<file path="src/rtl/wb_port_arbiter.sv">
// Write-back port arbiter: picks one of the ALU/LSU/MDU results per cycle and
// registers it onto the single register-file write port.
module wb_port_arbiter #(
    parameter int XLEN  = 32,
    parameter int RR_EN = 1
) (
    input  logic            clk,
    input  logic            reset,
    input  logic            alu_valid,
    input  logic [4:0]      alu_rd,
    input  logic [XLEN-1:0] alu_data,
    input  logic            lsu_valid,
    input  logic [4:0]      lsu_rd,
    input  logic [XLEN-1:0] lsu_data,
    input  logic            mdu_valid,
    input  logic [4:0]      mdu_rd,
    input  logic [XLEN-1:0] mdu_data,
    output logic            alu_ready,
    output logic            lsu_ready,
    output logic            mdu_ready,
    output logic            wb_en,
    output logic [4:0]      wb_rd,
    output logic [XLEN-1:0] wb_data,
    output logic [1:0]      wb_sel,
    output logic            conflict,
    output logic [1:0]      dbg_last_grant
);

    localparam logic [1:0] SRC_ALU = 2'b00;
    localparam logic [1:0] SRC_LSU = 2'b01;
    localparam logic [1:0] SRC_MDU = 2'b10;

    // Handshake: a result moves when x_valid && x_ready in the same cycle; the
    // requester holds valid/rd/data stable until then, ready never depends on
    // anything but the current valids, last_grant and reset.
    logic [1:0]      last_grant;
    logic [2:0]      valid_vec;
    logic [2:0]      pick_res;
    logic            grant_any;
    logic [1:0]      grant_code;
    logic [4:0]      grant_rd;
    logic [XLEN-1:0] grant_data;

    assign valid_vec = {mdu_valid, lsu_valid, alu_valid};

    // Returns {found, code} for the first valid requester in order a, b, c.
    function automatic logic [2:0] pick(input logic [2:0] v, input logic [1:0] a,
                                        input logic [1:0] b, input logic [1:0] c);
        if (v[a])      return {1'b1, a};
        else if (v[b]) return {1'b1, b};
        else if (v[c]) return {1'b1, c};
        else           return 3'b000;
    endfunction

    always_comb begin
        pick_res = 3'b000;
        if (!reset) begin
            if (RR_EN != 0) begin
                case (last_grant)
                    SRC_ALU: pick_res = pick(valid_vec, SRC_LSU, SRC_MDU, SRC_ALU);
                    SRC_LSU: pick_res = pick(valid_vec, SRC_MDU, SRC_ALU, SRC_LSU);
                    default: pick_res = pick(valid_vec, SRC_ALU, SRC_LSU, SRC_MDU);
                endcase
            end else begin
                pick_res = pick(valid_vec, SRC_ALU, SRC_LSU, SRC_MDU);
            end
        end
    end

    assign grant_any  = pick_res[2];
    assign grant_code = pick_res[1:0];

    always_comb begin
        grant_rd   = alu_rd;
        grant_data = alu_data;
        case (grant_code)
            SRC_LSU: begin
                grant_rd   = lsu_rd;
                grant_data = lsu_data;
            end
            SRC_MDU: begin
                grant_rd   = mdu_rd;
                grant_data = mdu_data;
            end
            default: ;
        endcase
    end

    assign alu_ready = grant_any && (grant_code == SRC_ALU);
    assign lsu_ready = grant_any && (grant_code == SRC_LSU);
    assign mdu_ready = grant_any && (grant_code == SRC_MDU);

    assign conflict = !reset && ((alu_valid && lsu_valid) || (alu_valid && mdu_valid) ||
                                 (lsu_valid && mdu_valid));

    assign dbg_last_grant = last_grant;

    // last_grant resets to MDU so the round-robin search starts at ALU.
    always_ff @(posedge clk) begin
        if (reset) begin
            last_grant <= SRC_MDU;
            wb_en      <= 1'b0;
            wb_rd      <= 5'd0;
            wb_data    <= '0;
            wb_sel     <= SRC_ALU;
        end else if (grant_any) begin
            last_grant <= grant_code;
            wb_en      <= (grant_rd != 5'd0);
            wb_rd      <= grant_rd;
            wb_data    <= grant_data;
            wb_sel     <= grant_code;
        end else begin
            wb_en      <= 1'b0;
        end
    end

endmodule
</file>
<file path="config.mk">
export PLATFORM = sky130hd
export DESIGN_NAME = wb_port_arbiter
export DESIGN_NICKNAME = d
export VERILOG_FILES = /design/src/rtl/wb_port_arbiter.sv
export SDC_FILE = /design/constraint.sdc
export NUM_CORES = 1
export LEC_CHECK = 0
export CORE_UTILIZATION = 37
export DETAILED_ROUTE_END_ITERATION = 6
export PLACE_DENSITY_LB_ADDON = 0.25
export REMOVE_ABC_BUFFERS = 1
export SYNTH_ARGS = -nofsm -noshare
export SYNTH_HDL_FRONTEND = slang
export SYNTH_SLANG_ARGS = --single-unit
</file>
<file path="constraint.sdc">
create_clock -name clk -period 4.5 [get_ports clk]
set_input_delay 0.675 -clock clk [delete_from_list [all_inputs] [get_ports clk]]
set_output_delay 0.675 -clock clk [all_outputs]
set_load 0.02 [all_outputs]
</file>
# == Yosys cells after proc, flatten, opt, wreduce, memory -nomap -nowiden ==
# Cells that the tools add are included.
# word_totals
reg_bits,42
in_bits,116
out_inout_bits,46
word_cells,36
# classes
eq_ne,3
mux,13
n_bitwise,1
n_reduce_logical,14
# op_table
op,count
$pmux W32 S2,1
$mux W3,10
$pmux W5 S2,1
$logic_and A1 B1 Y1,7
$pmux W3 S2,1
$reduce_bool A5 Y1,1
$eq A2 B1 Y1 const B,2
$logic_not A2 Y1,2
$eq A2 B2 Y1 const B,1
$logic_or A1 B1 Y1,2
$reduce_or A2 Y1,1
$logic_not A1 Y1,1
$not A1 Y1,1

# == Depth between registers and ports, before layout ==
# Gate-level depths: netlist of the first run.
# depth
word_depth,8
ltp_mapped,11
mapped_depth_nobuf,9

# == Worst setup path after synthesis of the first run ==
# OpenSTA, ideal clock, no wires.
# synth_timing
path_type,input port to output port
from,in lsu_valid
to,out mdu_ready
arrival_time_ns,1.895
required_time_ns,3.825
setup_slack_ns,1.930
stages,8
n_path_buf,2
cell_sequence,nor2b_1 > o22ai_1 > nand3b_1 > inv_1 > ha_1 > buf_2 > buf_2 > and2_1
# synth_between
elab_cells_between_ends,10
cone_classes,eq/ne: 1; mux: 8; reduce/logical: 1
# synth_lines
item,line_no,text
start: declaration,12,"input logic lsu_valid,"
$mux W3,50,"else if (v[b]) return {1'b1, b};"
$mux W3,49,"if (v[a]) return {1'b1, a};"
$pmux W3 S2 *,59,case (last_grant)
$mux W3 *,57,if (!reset) begin
net pick_res[1],38,logic [2:0] pick_res;
$eq A2 B2 Y1 *,91,assign mdu_ready = grant_any && (grant_code == SRC_MDU);
$logic_and A1 B1 Y1 *,91,
end: declaration,20,"output logic mdu_ready,"
# Mark *: on every way through the listed nets, which the timed path passes. The rest lies on a longest branch.

# == Final worst setup path of the first run ==
# layout_timing
from,in lsu_valid
to,out alu_ready
# layout_between
elab_chain_cells,7
elab_cells_between_ends,10
cone_classes,mux: 8; reduce/logical: 2
# layout_lines
item,line_no,text
$mux W3,51,"else if (v[c]) return {1'b1, c};"
$mux W3,50,
$mux W3,49,
$pmux W3 S2 *,59,
$mux W3 *,57,
$logic_not A2 Y1,89,assign alu_ready = grant_any && (grant_code == SRC_ALU);
$logic_and A1 B1 Y1 *,89,
end: declaration,18,"output logic alu_ready,"
# Mark *: on every way between the ends. The rest lies on a longest branch, timed or not.

==> out/results.ini, run 1 <==
[cells_and_area]
finish.utilization_pct=69.3
num_antenna_cells=0
area_growth_pct=76.8
final_layout_size_suffix_gt1_share_pct=3.89
nets=555

[detailed_routing]
firstDrtPassIters=4
routed_wl_mm=7.31
wl_per_cell_um=14.4
dr_total_vias=2614
drcViolationCount=0
postRouteAntennaNets=0
vias_per_cell=5.14
drtIter0Drc=112

[worst_setup_path]
startpoint=lsu_valid
critPathRequiredTime_ps=3830
critPathLaunchType=input pin
timing.rr.start=wb_sel[0]
worstPathArrival_ps=2750
cp-end-kind=primary output
path_class=in2out
critical_path.max_fanout=17

[sta]
setup_ws_ps=1070
rsz0062_at_grt=false
period_share_pct=76.1
hold_viol_final=0
slew_headroom_pct=45.6
clock.fmax_mhz=292
finalMaxSlewViolations=0
setup_violations=0
finalSetupTns_ps=0
worstMarginPinSlew_ps=816
skew_ps=5.96
period_needed_ps=3430

[place]
place_ws_ps=1070
finalWeightedCongestion=0.765
dp_hpwl_mm=5.37
numPortBuffers=161

[floorplanning]
num_rows=27
fp.dieH_um=79.1
die_w_um=79.1
initial_core_util_pct=39.2
io_pins=162
die-area_um2=6250
core_um2=5610

[power]
power_mw=1.01
power.density_nw_per_um2=261
ir_worst_vdd_v=0.000162
leakage_nw=1.35

[clock_tree]
clock_latency_ps=280
htree_levels=2
hold_buffers=0
cts_root_buf=clkbuf_8
cts_tree=built
clk_pin_slew_worst_paths_ps=70
cts_max_path_buffers=2
cts_resized=0
cts_buffers=5
clkSinkCount=41
cts_setup_buffers=0

[global_routing]
overflow=0
grt_usage_pct=22.9
antenna_found_initial=0
grt_pass1_wl_mm=11.2
grt_max_degree=53
grt_pass1_vias=2428

[hold_path]
hold_path_class=reg2reg
hp-start=wb_rd[1]

[logic_synthesis]
avgSynthCellArea_um2=7.50
synth-seq-cells=41
netlist_area_um2=2200
ys_warn_count=0
yosysSeqAreaShare_pct=37.3
synth_cells=293
yosysUniqueCellTypes=22

[outcome]
status=finished clean

[job]
cap_violations=0

==> layout by cell type, fill, tap and decap left out, drive strengths merged <==
cell type / instances
clkinv: 1
nor2b: 2
a22oi: 37
buf: 6
a21oi: 46
and2: 3
o21ai: 2
o211ai: 33
o22ai: 2
nand3b: 3
dfxtp: 41
clkdlybuf4s50: 160
nor3: 1
or2: 1
nand2b: 1
inv: 2
nand2: 78
clkbuf: 7
nor2: 7
ha: 3
nor4: 1
==> power by group <==
group / switching, mW / internal, mW
Sequential: 0.0147 / 0.392
Clock: 0.123 / 0.139
Combinational: 0.158 / 0.187
Total: 0.296 / 0.717
==> layer usage <==
layer / GRT usage, % / up-vias / wire [um] / share of wire, %
li1: - / 1333 / - / -
met1: 25.8 / 1156 / 2880 / 39
met5: 0 / - / 0 / 0
met3: 5.75 / 12 / 623 / 8.5
met4: 9.09 / 0 / 163 / 2.2
met2: 41.0 / 113 / 3640 / 50
==> stage by stage <==
| step | hold WS (ps) | cell area, um^2 | instances |
|---|---|---|---|
| 2_1_floorplan | 528 | 2050 | 263 |
| 3_3_place_gp | 442 | 3780 | 501 |
| 3_5_place_dp | 446 | 3780 | 501 |
| 4_1_cts | 457 | 3890 | 509 |
| 5_1_grt | 472 | 3890 | 509 |
| 6_report | 453 | 3890 | 509 |
==> state kept, by name, summed over array words and instances (netlist names) <==
| register | flops |
|---|---|
| wb_data | 32 |
| dbg_last_grant | 1 |
| wb_sel | 2 |
| wb_en | 1 |
| wb_rd | 5 |
==> layout make-up <==
cell class                 instances  area, um^2
fill                             491        1720
multi-input combinational        220        1220
inverter                           2        7.51
tap                               72        90.1
sequential                        41         821
clock inverter                     1        5.00
clock buffer                       7        96.3
timing repair buffer             166        1640
==> cells in the mapped netlist <==
library cell | number | area, um^2
a21oi_1 | 46 | 230
dfxtp_1 | 41 | 821
buf_1 | 1 | 3.75
o21ai_0 | 2 | 10.0
nor3_2 | 1 | 10.0
and2_1 | 3 | 18.8
nor4_1 | 1 | 6.26
buf_4 | 2 | 15.0
a22oi_1 | 37 | 278
inv_1 | 2 | 7.51
nand2_1 | 78 | 293
buf_6 | 2 | 22.5
nor2b_1 | 2 | 12.5
ha_1 | 3 | 37.5
o211ai_1 | 33 | 248
o22ai_1 | 2 | 12.5
nand3b_1 | 3 | 22.5
clkbuf_1 | 11 | 41.3
nor2_1 | 7 | 26.3
nand2b_1 | 1 | 6.26
or2_1 | 1 | 6.26
buf_2 | 14 | 70.1
==> final timing paths <==
path	end	slack [ps]	cells after the start
hold / removal	wb_rd[1]	450	2
hold reg to reg	wb_rd[1]	450	2
setup / recovery	alu_ready	1070	5
setup reg to reg	wb_data[4]	2040	8
==> critical path, stage by stage <==
cell and delay [ps]:
clkdlybuf4s50_1 620, nor3_2 110, nor2_2 500, and2_1 210, clkdlybuf4s50_1 640
==> cell families (layout without fill, tap and decap cells) <==
family	Yosys count	after routing	share of synthesized area [%]
AOI/OAI and AO/OA	120	120	35.4
adders and majority gates	3	3	1.71
and+or+nand+nor	97	97	18.3
buffers and inverters	32	176	7.28
DFF	41	41	37.3
Note: power is estimated with default switching activity, not from simulation.
==> run 2, diff against run 1 <==
--- a/config.mk
+++ b/config.mk
@@ -5,7 +5,7 @@
 export SDC_FILE = /design/constraint.sdc
 export NUM_CORES = 1
 export LEC_CHECK = 0
-export CORE_UTILIZATION = 37
+export CORE_UTILIZATION = 34
 export DETAILED_ROUTE_END_ITERATION = 6
 export PLACE_DENSITY_LB_ADDON = 0.25
 export REMOVE_ABC_BUFFERS = 1
==> constraint.sdc (replaced) <==
create_clock -name clk -period 3.4 [get_ports clk]
set_input_delay 0.51 -clock clk [delete_from_list [all_inputs] [get_ports clk]]
set_output_delay 0.51 -clock clk [all_outputs]
set_load 0.02 [all_outputs]
==> run 2 against run 1 <==
Effect of this change:
- critical path depth unchanged
- sequential power up 33%
- routed wire length down 2.8%
- via count up 0.69%
- total power up 30%
- largest power group unchanged
==> out/results.ini, run 2 (synthesized netlist as in run 1, its figures left out) <==
[power]
power_mw=1.31  ; was 1.01 mW
swShare_pct=28.9  ; was 29.2%
power.density_nw_per_um2=335  ; was 261 nW/um^2
p_int_uw=933  ; was 717 uW
seq_power_share_pct=41.1  ; was 40.1%
leakage_nw=1.37  ; was 1.35 nW
power_switching_uw=379  ; was 296 uW
clkPwrFrac_pct=23.8  ; was 25.8%
p_comb_share_pct=35.2  ; was 34.1%
ir_worst_vdd_v=0.000182  ; was 0.000162 V

[clock_tree]
clock_latency_ps=280  ; about the same
cts_setup_buffers=0  ; unchanged
cts_tree=built  ; unchanged
htree_levels=2  ; unchanged
cts_resized=0  ; unchanged
cts_max_path_buffers=2  ; unchanged
cts_buffers=5  ; unchanged
hold_buffers=0  ; unchanged
cts_root_buf=clkbuf_8  ; unchanged
clk_pin_slew_worst_paths_ps=70  ; about the same
clkSinkCount=41  ; unchanged

[detailed_routing]
drcViolationCount=0  ; unchanged
postRouteAntennaNets=0  ; unchanged
vias_per_cell=5.11  ; was 5.14
drtIter0Drc=81  ; was 112
firstDrtPassIters=4  ; unchanged
routed_wl_mm=7.10  ; was 7.31 mm
dr_total_vias=2632  ; was 2614
wl_per_cell_um=13.8  ; was 14.4 um

[floorplanning]
fp.dieH_um=82.4  ; was 79.1 um
io_pins=162  ; unchanged
die-area_um2=6790  ; was 6250 um^2
initial_core_util_pct=36.3  ; was 39.2%
core_um2=6060  ; was 5610 um^2
num_rows=28  ; was 27
die_w_um=82.4  ; was 79.1 um

[worst_setup_path]
critPathRequiredTime_ps=2890  ; was 3830 ps
worstPathArrival_ps=2650  ; was 2750 ps
critical_path.max_fanout=20  ; was 17
cp-end-kind=primary output  ; unchanged
path_class=in2out  ; unchanged
critPathLaunchType=input pin  ; unchanged

[cells_and_area]
fin_cells=515  ; was 509
final_layout_size_suffix_gt1_share_pct=4.32  ; was 3.89%
regMostFlops=wb_data  ; unchanged
largest_register_ffs=32  ; unchanged
num_antenna_cells=0  ; unchanged
final_common_cell=clkdlybuf4s50_1  ; unchanged
fin_area_um2=3920  ; was 3890 um^2
nets=559  ; was 555
final_cell_mix=clkdlybuf4s50_1, nand2_1, a21oi_1  ; unchanged
reg_top3=wb_data x32, wb_rd x5, wb_sel x2  ; unchanged
area_growth_pct=78.2  ; was 76.8%

[sta]
skew_ps=4.83  ; was 5.96 ps
slew_headroom_pct=51.3  ; was 45.6%
rsz0062_at_grt=false  ; unchanged
setup_ws_ps=236  ; was 1070 ps
setup_violations=0  ; unchanged
finalMaxSlewViolations=0  ; unchanged
period_share_pct=93.1
clock.fmax_mhz=316
hold_viol_final=0  ; unchanged
finalSetupTns_ps=0  ; unchanged
worstMarginPinSlew_ps=730  ; was 816 ps
period_needed_ps=3160

[global_routing]
overflow=0  ; unchanged
grt_pass1_wl_mm=10.8  ; was 11.2 mm
grt_pass1_vias=2471  ; was 2428
antenna_found_initial=0  ; unchanged
grt_usage_pct=20.8  ; was 22.9%
grt_max_degree=43  ; was 53

[place]
numPortBuffers=161  ; unchanged
place_inst=508  ; was 501
finalWeightedCongestion=0.755  ; was 0.765
placed_cell_area_um2=3830  ; was 3780 um^2
place_ws_ps=200  ; was 1070 ps
dp_hpwl_mm=5.50  ; was 5.37 mm

[outcome]
status=finished clean  ; unchanged

[hold_path]
hold_path_class=reg2reg  ; unchanged

[job]
cap_violations=0  ; unchanged

==> run 2: cell types whose count changed in the layout (fill, tap and decap cells not counted) <==
cell	change
clkinv_2	-1
clkbuf_8	-1
clkbuf_1	+1
buf_4	+3
buf_12	+1
==> run 2: final cells by class <==
class | instances | area (um^2)
multi-input cells | 220 | 1220
clock buffers | 7 | 86.3
repair buffers | 170 | 1690
inverters | 2 | 7.51
fillers | 550 | 2140
well taps | 75 | 93.8
flip-flops and latches | 41 | 821
==> run 2: routing by layer <==
metal	GRT usage, %	vias up	share of wire, %
li1	-	1343	-
met5	0	-	0
met3	6.59	4	11
met4	3.86	0	0.65
met2	41.6	104	50
met1	20.7	1181	39
==> run 2: worst max-delay path: stages <==
cell and delay (ps):
clkdlybuf4s50_1 620, nor3_2 110, nor2_2 570, and2_1 220
clkdlybuf4s50_1 610
==> run 2: power by group through the flow <==
stage               combinational [mW]  sequential, mW  clock, mW
floorplan                        0.145           0.597          0
global placement                 0.459           0.548          0
detailed placement               0.465           0.550          0
CTS                              0.467           0.539      0.326
global route                     0.503           0.544      0.345
finish                           0.461           0.539      0.312
==> run 2: worst paths after layout <==
path	startpoint	end	slack [ps]	cells after the start
setup / recovery	lsu_valid	lsu_ready	240	5
hold / removal	wb_rd[3]	wb_rd[3]	450	2
setup reg to reg	wb_sel[0]	wb_en	1070	7
hold reg to reg	wb_rd[3]	wb_rd[3]	450	2
==> run 2: through the flow <==
stage	hold slack, ps	utilization, %
floorplan	528	-
global placement	441	63.2
detailed placement	447	63.2
CTS	457	64.6
global route	478	64.6
finish	454	64.6
